===== src/rtl/stopwatch_pkg.sv =====
// Shared definitions for the stopwatch control path.
//   sw_state_e        : controller state encoding, also driven out on the state port
//   TICK_DIV_DEFAULT  : system clock cycles per counted second
//   is_counting()     : true in the states where seconds advance
package stopwatch_pkg;

  typedef enum logic [1:0] {
    ST_IDLE  = 2'b00,
    ST_RUN   = 2'b01,
    ST_PAUSE = 2'b10,
    ST_LAP   = 2'b11
  } sw_state_e;

  localparam int unsigned TICK_DIV_DEFAULT = 50_000_000;

  // RUN and LAP are the only encodings with bit 0 set.
  function automatic logic is_counting(input sw_state_e s);
    return s[0];
  endfunction

endpackage


===== src/rtl/stopwatch_ctrl_if.sv =====
// Button / datapath bundle of the stopwatch controller.
//   btn_start_stop, btn_reset, btn_lap : debounced button levels into the controller
//   tick_en    : one-cycle count enable to the seconds counter
//   cnt_clr    : one-cycle synchronous clear to the seconds counter
//   lap_freeze : display hold level
//   running    : high while counting (RUN or LAP)
//   state      : current controller state
// master = controller side, slave = buttons/datapath side.
// Handshake: none; buttons are plain levels sampled every rising edge, and
// tick_en/cnt_clr are single-cycle strobes that the consumer must act on in
// the cycle they are high (there is no ready/back-pressure).
interface stopwatch_ctrl_if;
  import stopwatch_pkg::*;

  logic      btn_start_stop;
  logic      btn_reset;
  logic      btn_lap;
  logic      tick_en;
  logic      cnt_clr;
  logic      lap_freeze;
  logic      running;
  sw_state_e state;

  modport master (
    input  btn_start_stop, btn_reset, btn_lap,
    output tick_en, cnt_clr, lap_freeze, running, state
  );

  modport slave (
    output btn_start_stop, btn_reset, btn_lap,
    input  tick_en, cnt_clr, lap_freeze, running, state
  );

endinterface


===== src/rtl/tick_prescaler.sv =====
// Per-second prescaler: counts 0..TICK_DIV-1 while run is high, holds
// otherwise, and is forced to 0 by clr.
//   clk, rst_n : clock, asynchronous active-low reset
//   run        : advance the count (state is RUN or LAP)
//   clr        : accepted reset event; clears the count and masks tick
//   tick       : one-cycle count enable, high while counting at TICK_DIV-1
// TICK_DIV must be 2 or greater.
module tick_prescaler
  import stopwatch_pkg::*;
#(
  parameter int unsigned TICK_DIV = TICK_DIV_DEFAULT
) (
  input  logic clk,
  input  logic rst_n,
  input  logic run,
  input  logic clr,
  output logic tick
);

  localparam int unsigned W = $clog2(TICK_DIV);
  localparam logic [W-1:0] LAST = W'(TICK_DIV - 1);

  logic [W-1:0] cnt_q;
  logic [W-1:0] cnt_d;
  logic         at_last;

  assign at_last = (cnt_q == LAST);

  always_comb begin
    cnt_d = cnt_q;
    if (clr) begin
      cnt_d = '0;
    end else if (run) begin
      cnt_d = at_last ? '0 : cnt_q + W'(1);
    end
  end

  always_ff @(posedge clk or negedge rst_n) begin
    if (!rst_n) begin
      cnt_q <= '0;
    end else begin
      cnt_q <= cnt_d;
    end
  end

  // A reset event in the tick cycle wins: the counter is about to be
  // cleared, so it must not also increment.
  assign tick = run & at_last & ~clr;

endmodule


===== src/rtl/stopwatch_ctrl.sv =====
// Stopwatch control sequencer: button edge detection, IDLE/RUN/PAUSE/LAP
// state machine, per-second tick generation and counter clear strobe.
//   clk, rst_n : clock, asynchronous active-low reset
//   sw         : stopwatch_ctrl_if.master (buttons in; tick_en, cnt_clr,
//                lap_freeze, running, state out)
// Simultaneous button events resolve as reset > start_stop > lap.
module stopwatch_ctrl
  import stopwatch_pkg::*;
#(
  parameter int unsigned TICK_DIV = TICK_DIV_DEFAULT
) (
  input  logic             clk,
  input  logic             rst_n,
  stopwatch_ctrl_if.master sw
);

  // Previous button levels, order {reset, start_stop, lap}. They reset to 1
  // so a button already held when rst_n releases does not look like a press.
  logic [2:0] btn_prev_q;
  logic [2:0] btn_now;
  logic [2:0] btn_ev;
  logic       ev_reset;
  logic       ev_ss;
  logic       ev_lap;

  sw_state_e  state_q;
  sw_state_e  state_d;
  logic       cnt_clr_q;
  logic       tick;

  assign btn_now  = {sw.btn_reset, sw.btn_start_stop, sw.btn_lap};
  assign btn_ev   = btn_now & ~btn_prev_q;
  assign ev_reset = btn_ev[2];
  assign ev_ss    = btn_ev[1];
  assign ev_lap   = btn_ev[0];

  always_ff @(posedge clk or negedge rst_n) begin
    if (!rst_n) begin
      btn_prev_q <= 3'b111;
      cnt_clr_q  <= 1'b0;
    end else begin
      btn_prev_q <= btn_now;
      cnt_clr_q  <= ev_reset;
    end
  end

  // State register
  always_ff @(posedge clk or negedge rst_n) begin
    if (!rst_n) begin
      state_q <= ST_IDLE;
    end else begin
      state_q <= state_d;
    end
  end

  // Next-state logic; the if/else chain encodes event priority.
  always_comb begin
    state_d = state_q;
    if (ev_reset) begin
      state_d = ST_IDLE;
    end else begin
      unique case (state_q)
        ST_IDLE: begin
          if (ev_ss) state_d = ST_RUN;
        end
        ST_RUN: begin
          if (ev_ss)       state_d = ST_PAUSE;
          else if (ev_lap) state_d = ST_LAP;
        end
        ST_LAP: begin
          if (ev_ss)       state_d = ST_PAUSE;
          else if (ev_lap) state_d = ST_RUN;
        end
        ST_PAUSE: begin
          if (ev_ss) state_d = ST_RUN;
        end
        default: state_d = ST_IDLE;
      endcase
    end
  end

  // The prescaler keeps running across RUN<->LAP and holds in PAUSE, so a
  // partial second survives both.
  tick_prescaler #(
    .TICK_DIV (TICK_DIV)
  ) u_prescaler (
    .clk   (clk),
    .rst_n (rst_n),
    .run   (is_counting(state_q)),
    .clr   (ev_reset),
    .tick  (tick)
  );

  // Output logic
  always_comb begin
    sw.tick_en    = tick;
    sw.cnt_clr    = cnt_clr_q;
    sw.lap_freeze = (state_q == ST_LAP);
    sw.running    = is_counting(state_q);
    sw.state      = state_q;
  end

endmodule


===== src/flat_wrapper.sv =====
// flat-port wrapper written by rule: the top's interface ports become plain ports
module stopwatch_ctrl_flat import stopwatch_pkg::*;
#(
  parameter int unsigned TICK_DIV = TICK_DIV_DEFAULT
)
  (clk, rst_n, sw_btn_start_stop, sw_btn_reset, sw_btn_lap, sw_tick_en, sw_cnt_clr, sw_lap_freeze, sw_running, sw_state);
  stopwatch_ctrl_if sw_i ();
  input  logic clk;
  input  logic rst_n;
  input wire logic [$bits(sw_i.btn_start_stop)-1:0] sw_btn_start_stop;
  input wire logic [$bits(sw_i.btn_reset)-1:0] sw_btn_reset;
  input wire logic [$bits(sw_i.btn_lap)-1:0] sw_btn_lap;
  output wire logic [$bits(sw_i.tick_en)-1:0] sw_tick_en;
  output wire logic [$bits(sw_i.cnt_clr)-1:0] sw_cnt_clr;
  output wire logic [$bits(sw_i.lap_freeze)-1:0] sw_lap_freeze;
  output wire logic [$bits(sw_i.running)-1:0] sw_running;
  output wire logic [$bits(sw_i.state)-1:0] sw_state;
  assign sw_i.btn_start_stop = sw_btn_start_stop;
  assign sw_i.btn_reset = sw_btn_reset;
  assign sw_i.btn_lap = sw_btn_lap;
  assign sw_tick_en = sw_i.tick_en;
  assign sw_cnt_clr = sw_i.cnt_clr;
  assign sw_lap_freeze = sw_i.lap_freeze;
  assign sw_running = sw_i.running;
  assign sw_state = sw_i.state;
  stopwatch_ctrl #(.TICK_DIV(TICK_DIV)) u_core (.clk(clk), .rst_n(rst_n), .sw(sw_i));
endmodule

===== config.mk =====
export PLATFORM = sky130hd
export DESIGN_NAME = stopwatch_ctrl_flat
export DESIGN_NICKNAME = d
export VERILOG_FILES = /design/src/rtl/stopwatch_pkg.sv /design/src/rtl/stopwatch_ctrl_if.sv /design/src/rtl/tick_prescaler.sv /design/src/rtl/stopwatch_ctrl.sv /design/src/flat_wrapper.sv
export SDC_FILE = /design/constraint.sdc
export NUM_CORES = 1
export LEC_CHECK = 0
export ABC_CLOCK_PERIOD_IN_PS = 2500
export CELL_PAD_IN_SITES_DETAIL_PLACEMENT = 0
export CELL_PAD_IN_SITES_GLOBAL_PLACEMENT = 1
export CORE_MARGIN = 2
export CORE_UTILIZATION = 25
export DETAILED_ROUTE_END_ITERATION = 12
export PLACE_DENSITY = 0.49
export SLEW_MARGIN = 10
export SYNTH_ARGS = -nofsm -noshare
export SYNTH_HDL_FRONTEND = slang
export SYNTH_SLANG_ARGS = --single-unit

===== constraint.sdc =====
create_clock -name clk -period 2.5 [get_ports clk]
set_input_delay 0.375 -clock clk [delete_from_list [all_inputs] [get_ports clk]]
set_output_delay 0.375 -clock clk [all_outputs]
set_load 0.03 [all_outputs]

* After elaboration in Yosys (flattened, before gate mapping)
Index checks and enable logic that the tools add are counted.
Cells by class: mux-type cells 10, equality and inequality tests 7, reductions and logical operators 4, divide/modulo/power cells 0, shift operators 0, multiply operators 0, $lt $le $gt $ge 0, add/subtract/negate cells 1, bitwise gates (word level) 5
Operators by type and width (count):
- $mux W26 | 3
- $add A26 B1 Y26 const B | 1
- $eq A26 B26 Y1 const B | 1
- $mux W2 | 6
- $ne A4 B1 Y1 const B | 2
- $pmux W2 S3 | 1
- $eq A2 B2 Y1 const B | 2
- $and A3 B3 Y3 | 1
- $ne A3 B1 Y1 const B | 1
- $not A3 Y3 | 1
- $reduce_and A3 Y1 | 1
- $and A1 B1 Y1 | 2
- $eq A2 B1 Y1 const B | 1
- $logic_not A2 Y1 | 1
- $reduce_bool A2 Y1 | 1
- $reduce_or A2 Y1 | 1
- $not A1 Y1 | 1
Word-level totals: memories 0, bits in latches 0, output and inout port bits 6, bits of input ports 5, bits in writable memories 0, bits in read-only memories 0, register bits 32, word-level logic and storage cells 31

* Longest topological paths before layout
word-level depth 6, gate-level depth with buffers 7, gate-level depth less buffers 6

* Cells and area by module
From an unflattened synthesis, not the netlist that was laid out.
Second synthesis, totals: cell total of the unflattened synthesis 177, area total of the unflattened synthesis 1726.7 sq um
By module, submodules not included:
- tick_prescaler | sequential area each 650.6 sq um, area each 1490.2 sq um, cells an instance 160, times used 1
- stopwatch_ctrl | sequential area each 153.9 sq um, area each 236.5 sq um, cells an instance 17, times used 1

* Worst setup path after synthesis
No wires, ideal clock.
path type flip-flop to output port, start point register u_core.u_prescaler.cnt_q[18], end point output sw_tick_en, path slack -0.073 ns, arrival 2.198 ns, required time 2.125 ns, cell stages (with the launch flop) 5, path buffers 0, cells stage by stage dfrtp_1 or4b_2 nor4_1 nand2_1 nor3_1
On the way: cells in the longest elaborated chain, start to end 3
Ends and longest elaborated chain:
- start, declared | line tick_prescaler.sv:23 | logic [W-1:0] cnt_q;
- start signal, assigned | line tick_prescaler.sv:42 | cnt_q <= cnt_d;
- $eq A26 B26 Y1 | line tick_prescaler.sv:27 | assign at_last = (cnt_q == LAST);
- $and A1 B1 Y1 (2 in a row) | line tick_prescaler.sv:48 | assign tick = run & at_last & ~clr;
- end, declared | line flat_wrapper.sv:13 | output wire logic [$bits(sw_i.tick_en)-1:0] sw_tick_en;
Every way passes these cells.

* Final worst setup path
start point register u_core.u_prescaler.cnt_q[10], end point output sw_tick_en
Same word-level chain as after synthesis.

==> metrics.md <==
| Metric | Value |
|---|---|
| Crit path max fanout | 5 |
| Number of vias per cell | 5.025 |
| Y dimension of the die | 90.30 µm |
| Post-detail-place hpwl | 3446 µm |
| Count of max-cap constraint violations | 0 |
| Fraction of layout cells with a size suffix above 1 | 17.62% |
| Initial detailed-routing violation count | 118 |
| Number of cell rows | 31 |
| GRT Util Overall | 13.13% |
| Leakage dissipation | 0.9337 nW |
| CP cell instances | or4b_1, nor4_4, nand2_2, nor3_2, buf_4 |
| Worst-path cell with the longest stage delay | sky130_fd_sc_hd__or4b_1 |
| H-tree levels | 2 |
| Register cell area after layout | 805.8 µm² |
| Quantity of hold-fixing buffers added after cts | 0 |
| Actual slew at the worst max-slew pin | 545.9 ps |
| DRT Pass-1 Iters | 5 |
| Share of async-settable or async-resettable flops after synthesis | 100.0% |
| Initial core utilization | 25.81% |
| Clock Tree Root | sky130_fd_sc_hd__clkbuf_8 |
| Total clock sinks | 32 |
| Detail Route Antenna Nets | 0 |
| Overall via count from detail_route | 1,638 |
| Number of nets in the finished design | 232 |
| Average footprint of a synthesized cell | 8.951 µm² |
| Start of the worst register-to-register path | u_core.u_prescaler.cnt_q[8] |
| Number of cells on the worst reg-to-reg path | 5 |
| Synthesized area | 1862 µm² |
| CP max stage delay | 620 ps |
| Clock-pin slew reported for the worst setup and hold paths after clock tree synthesis | 70 ps |
| Area grow syn2layout | 22.04% |
| Synth Flop Type | sky130_fd_sc_hd__dfrtp_1 |
| Minimum period implied by the final worst setup slack | 2358 ps |
| Number of top-level design ports | 11 |
| Worst skew pair latency | 290 ps |
| Arrival time worst endpoint | 1980 ps |
| Count of different cell masters after synthesis | 42 |
| DIE AREA | 8153 µm² |
| Number of warnings issued by yosys | 0 |
| Number of port buffers | 10 |
| Fmax | 424.0 MHz |
| Average wire per cell in the routed design | 15.38 µm |
| Multi-input gate area in the final layout | 1040 µm² |
| Worst slew slack as a fraction of its limit | 63.47% |
| Number of remaining DRC errors | 0 |
| Vias in the first global route | 1,594 |
| Deepest clock path buffer count | 2 |
| Origin of the worst setup path | u_core.u_prescaler.cnt_q[10] |
| Final sum of negative setup slack | 0 ps |
| Fill cell total of the finished layout | 798 |
| Final setup violation count | 0 |
| Global-route wire length before repair | 8487 µm |
| Number of diodes added for antenna fixing | 0 |
| Number of buffers created by CTS | 5 |
| Type of element launching the critical path | register |
| Last weighted congestion value of the routability-driven placer | 0.7413 |
| Worst setup path category | register to primary output |
| Clock tree from TritonCTS | built |
| Final Hold Viols | 0 |
| Path class of the lowest-slack min-delay path | input port to asynchronous set/reset pin |
| Worst Hold Margin | 493.3 ps |
| Max-slew violation count | 0 |
| Total of flip-flops plus latches after synthesis | 32 |
| Crit path capture type | primary output |
| Post-Syn Nets | 214 |
| Core outline area | 7214 µm² |
| Sequential fraction of the synthesis area | 43.21% |
| Status | completed |
| Number of instances in the synthesized netlist | 208 |
| Unrepaired setup endpoints after global routing | false |
| Final total power | 1.245 mW |
| Worst voltage drop across the vdd grid | 0.2473 mV |
| Power per cell area | 547.8 nW/µm² |
| Global-route congestion overflow total | 0 |
| Overall routed net length | 5014 µm |
| Worst-case clock skew | 7.765 ps |
| Largest net degree at the start of global routing | 38 |
| Die width | 90.30 µm |
| Number of flops mapped to enable cells by yosys | 0 |
| Antenna violations before repair | 0 |
| Worst endpoint required time | 2120 ps |
| Post-route clock period utilization | 94.33% |
==> power breakdown <==
group	leakage, nW	internal (mW)	switching, mW
Sequential	0.428	0.551	0.0423
Clock	0.0510	0.219	0.196
Combinational	0.455	0.0903	0.146
Total	0.934	0.861	0.384
==> flip-flops by register name (all words and copies together), names as in the netlist <==
register	count
u_core.sw.state	2
u_core.sw.cnt_clr	1
u_core.u_prescaler.cnt_q	26
u_core.btn_prev_q	3
==> final cells by class <==
class                   instances  share of cell area (%)
well taps                      99                   5.452
flip-flops and latches         32                   35.46
repair buffers                 24                   8.921
multi-input cells             161                   45.76
clock buffers                   6                   3.634
inverters                       2                  0.3304
clock inverters                 2                  0.4405
==> cell usage in the layout (no fill, tap or decap), types with 2 or more instances in the layout <==
| cell | netlist | routed |
|---|---|---|
| sky130_fd_sc_hd__o21ai_0 | 7 | 7 |
| sky130_fd_sc_hd__o2111ai_1 | 2 | 2 |
| sky130_fd_sc_hd__clkdlybuf4s50_1 | 0 | 9 |
| sky130_fd_sc_hd__nor4_1 | 19 | 17 |
| sky130_fd_sc_hd__buf_4 | 1 | 15 |
| sky130_fd_sc_hd__and3_1 | 4 | 4 |
| sky130_fd_sc_hd__and2_1 | 2 | 2 |
| sky130_fd_sc_hd__clkbuf_8 | 0 | 6 |
| sky130_fd_sc_hd__nand3b_1 | 4 | 4 |
| sky130_fd_sc_hd__clkinv_2 | 0 | 2 |
| sky130_fd_sc_hd__a21oi_1 | 7 | 7 |
| sky130_fd_sc_hd__nand2_1 | 25 | 24 |
| sky130_fd_sc_hd__inv_1 | 2 | 2 |
| sky130_fd_sc_hd__dfrtp_1 | 29 | 28 |
| sky130_fd_sc_hd__xor2_1 | 4 | 4 |
| sky130_fd_sc_hd__nand4_1 | 13 | 13 |
| sky130_fd_sc_hd__nor4_4 | 1 | 3 |
| sky130_fd_sc_hd__nand4b_1 | 2 | 2 |
| sky130_fd_sc_hd__nor2_1 | 24 | 24 |
| sky130_fd_sc_hd__mux2i_1 | 12 | 12 |
| sky130_fd_sc_hd__nand2_2 | 1 | 2 |
| sky130_fd_sc_hd__nand3_1 | 8 | 8 |
| sky130_fd_sc_hd__nor3_1 | 6 | 5 |
| sky130_fd_sc_hd__dfstp_2 | 3 | 3 |
==> through the flow <==
step	instance area, µm²	worst slack [ps]	std cells	utilization, %
floorplan	1867	176.5	208	-
global placement	2142	195.7	318	29.69
detailed placement	2142	173.0	318	29.69
CTS	2256	36.39	326	31.27
global route	2272	31.15	326	31.50
finish	2272	141.6	326	31.50
==> critical path: cells and delay by family (launching register included) <==
kind	cells	cell delay (ps)
and+or+nand+nor	4	1080
buffers and inverters	1	180
DFF	1	430
==> cells in the mapped netlist, drive strengths merged, types with 2 or more instances <==
library cell / n / share of area (%)
dfstp: 3 / 4.2
inv: 2 / 0.40
or4b: 2 / 1.1
nand2: 26 / 5.4
nor3: 6 / 1.6
nand3b: 4 / 1.6
nor4: 21 / 8.2
nor2: 24 / 4.8
and3: 5 / 1.7
nor2b: 2 / 0.67
xor2: 4 / 1.9
o2111ai: 2 / 0.94
clkbuf: 11 / 2.2
a21oi: 7 / 1.9
o21ai: 7 / 1.9
and2: 2 / 0.67
mux2i: 12 / 6.5
nand3: 9 / 2.7
buf: 2 / 0.67
nand4b: 2 / 0.94
nand4: 15 / 6.2
dfrtp: 29 / 39
==> what timing repair did <==
action,in CTS,in global routing
gates resized for setup,3,4
setup endpoints to repair,1,1
pin swaps,0,1
setup buffers,0,0
==> final timing paths <==
check,endpoint,slack [ps]
worst max-delay path,sw_tick_en,140
worst min-delay path,u_core.sw.cnt_clr,490
worst max register to register,u_core.u_prescaler.cnt_q[25],460
worst min register to register,u_core.u_prescaler.cnt_q[1],580
max in group asynchronous,u_core.u_prescaler.cnt_q[11],1650
min in group clk,u_core.btn_prev_q[1],510
==> cells by family (layout without fill, tap and decap cells) <==
kind of cell,after synthesis,after routing,synth area share [%]
muxes,12,12,6.452
AOI/OAI and AO/OA,19,19,5.847
adders and majority gates,1,1,0.6719
DFF,32,32,43.21
buffers and inverters,15,34,3.293
xor gates and xnor gates,5,5,2.352
and+or+nand+nor,124,124,38.17
==> routing by layer <==
layer	part of all wire, %	vias up	GRT usage [%]
met4	1.6	0	4.615
met3	4.0	7	2.671
li1	-	805	-
met5	0	-	0
met1	47	793	18.30
met2	47	33	20.24
No activity file was read; power rests on OpenSTA's default activity.
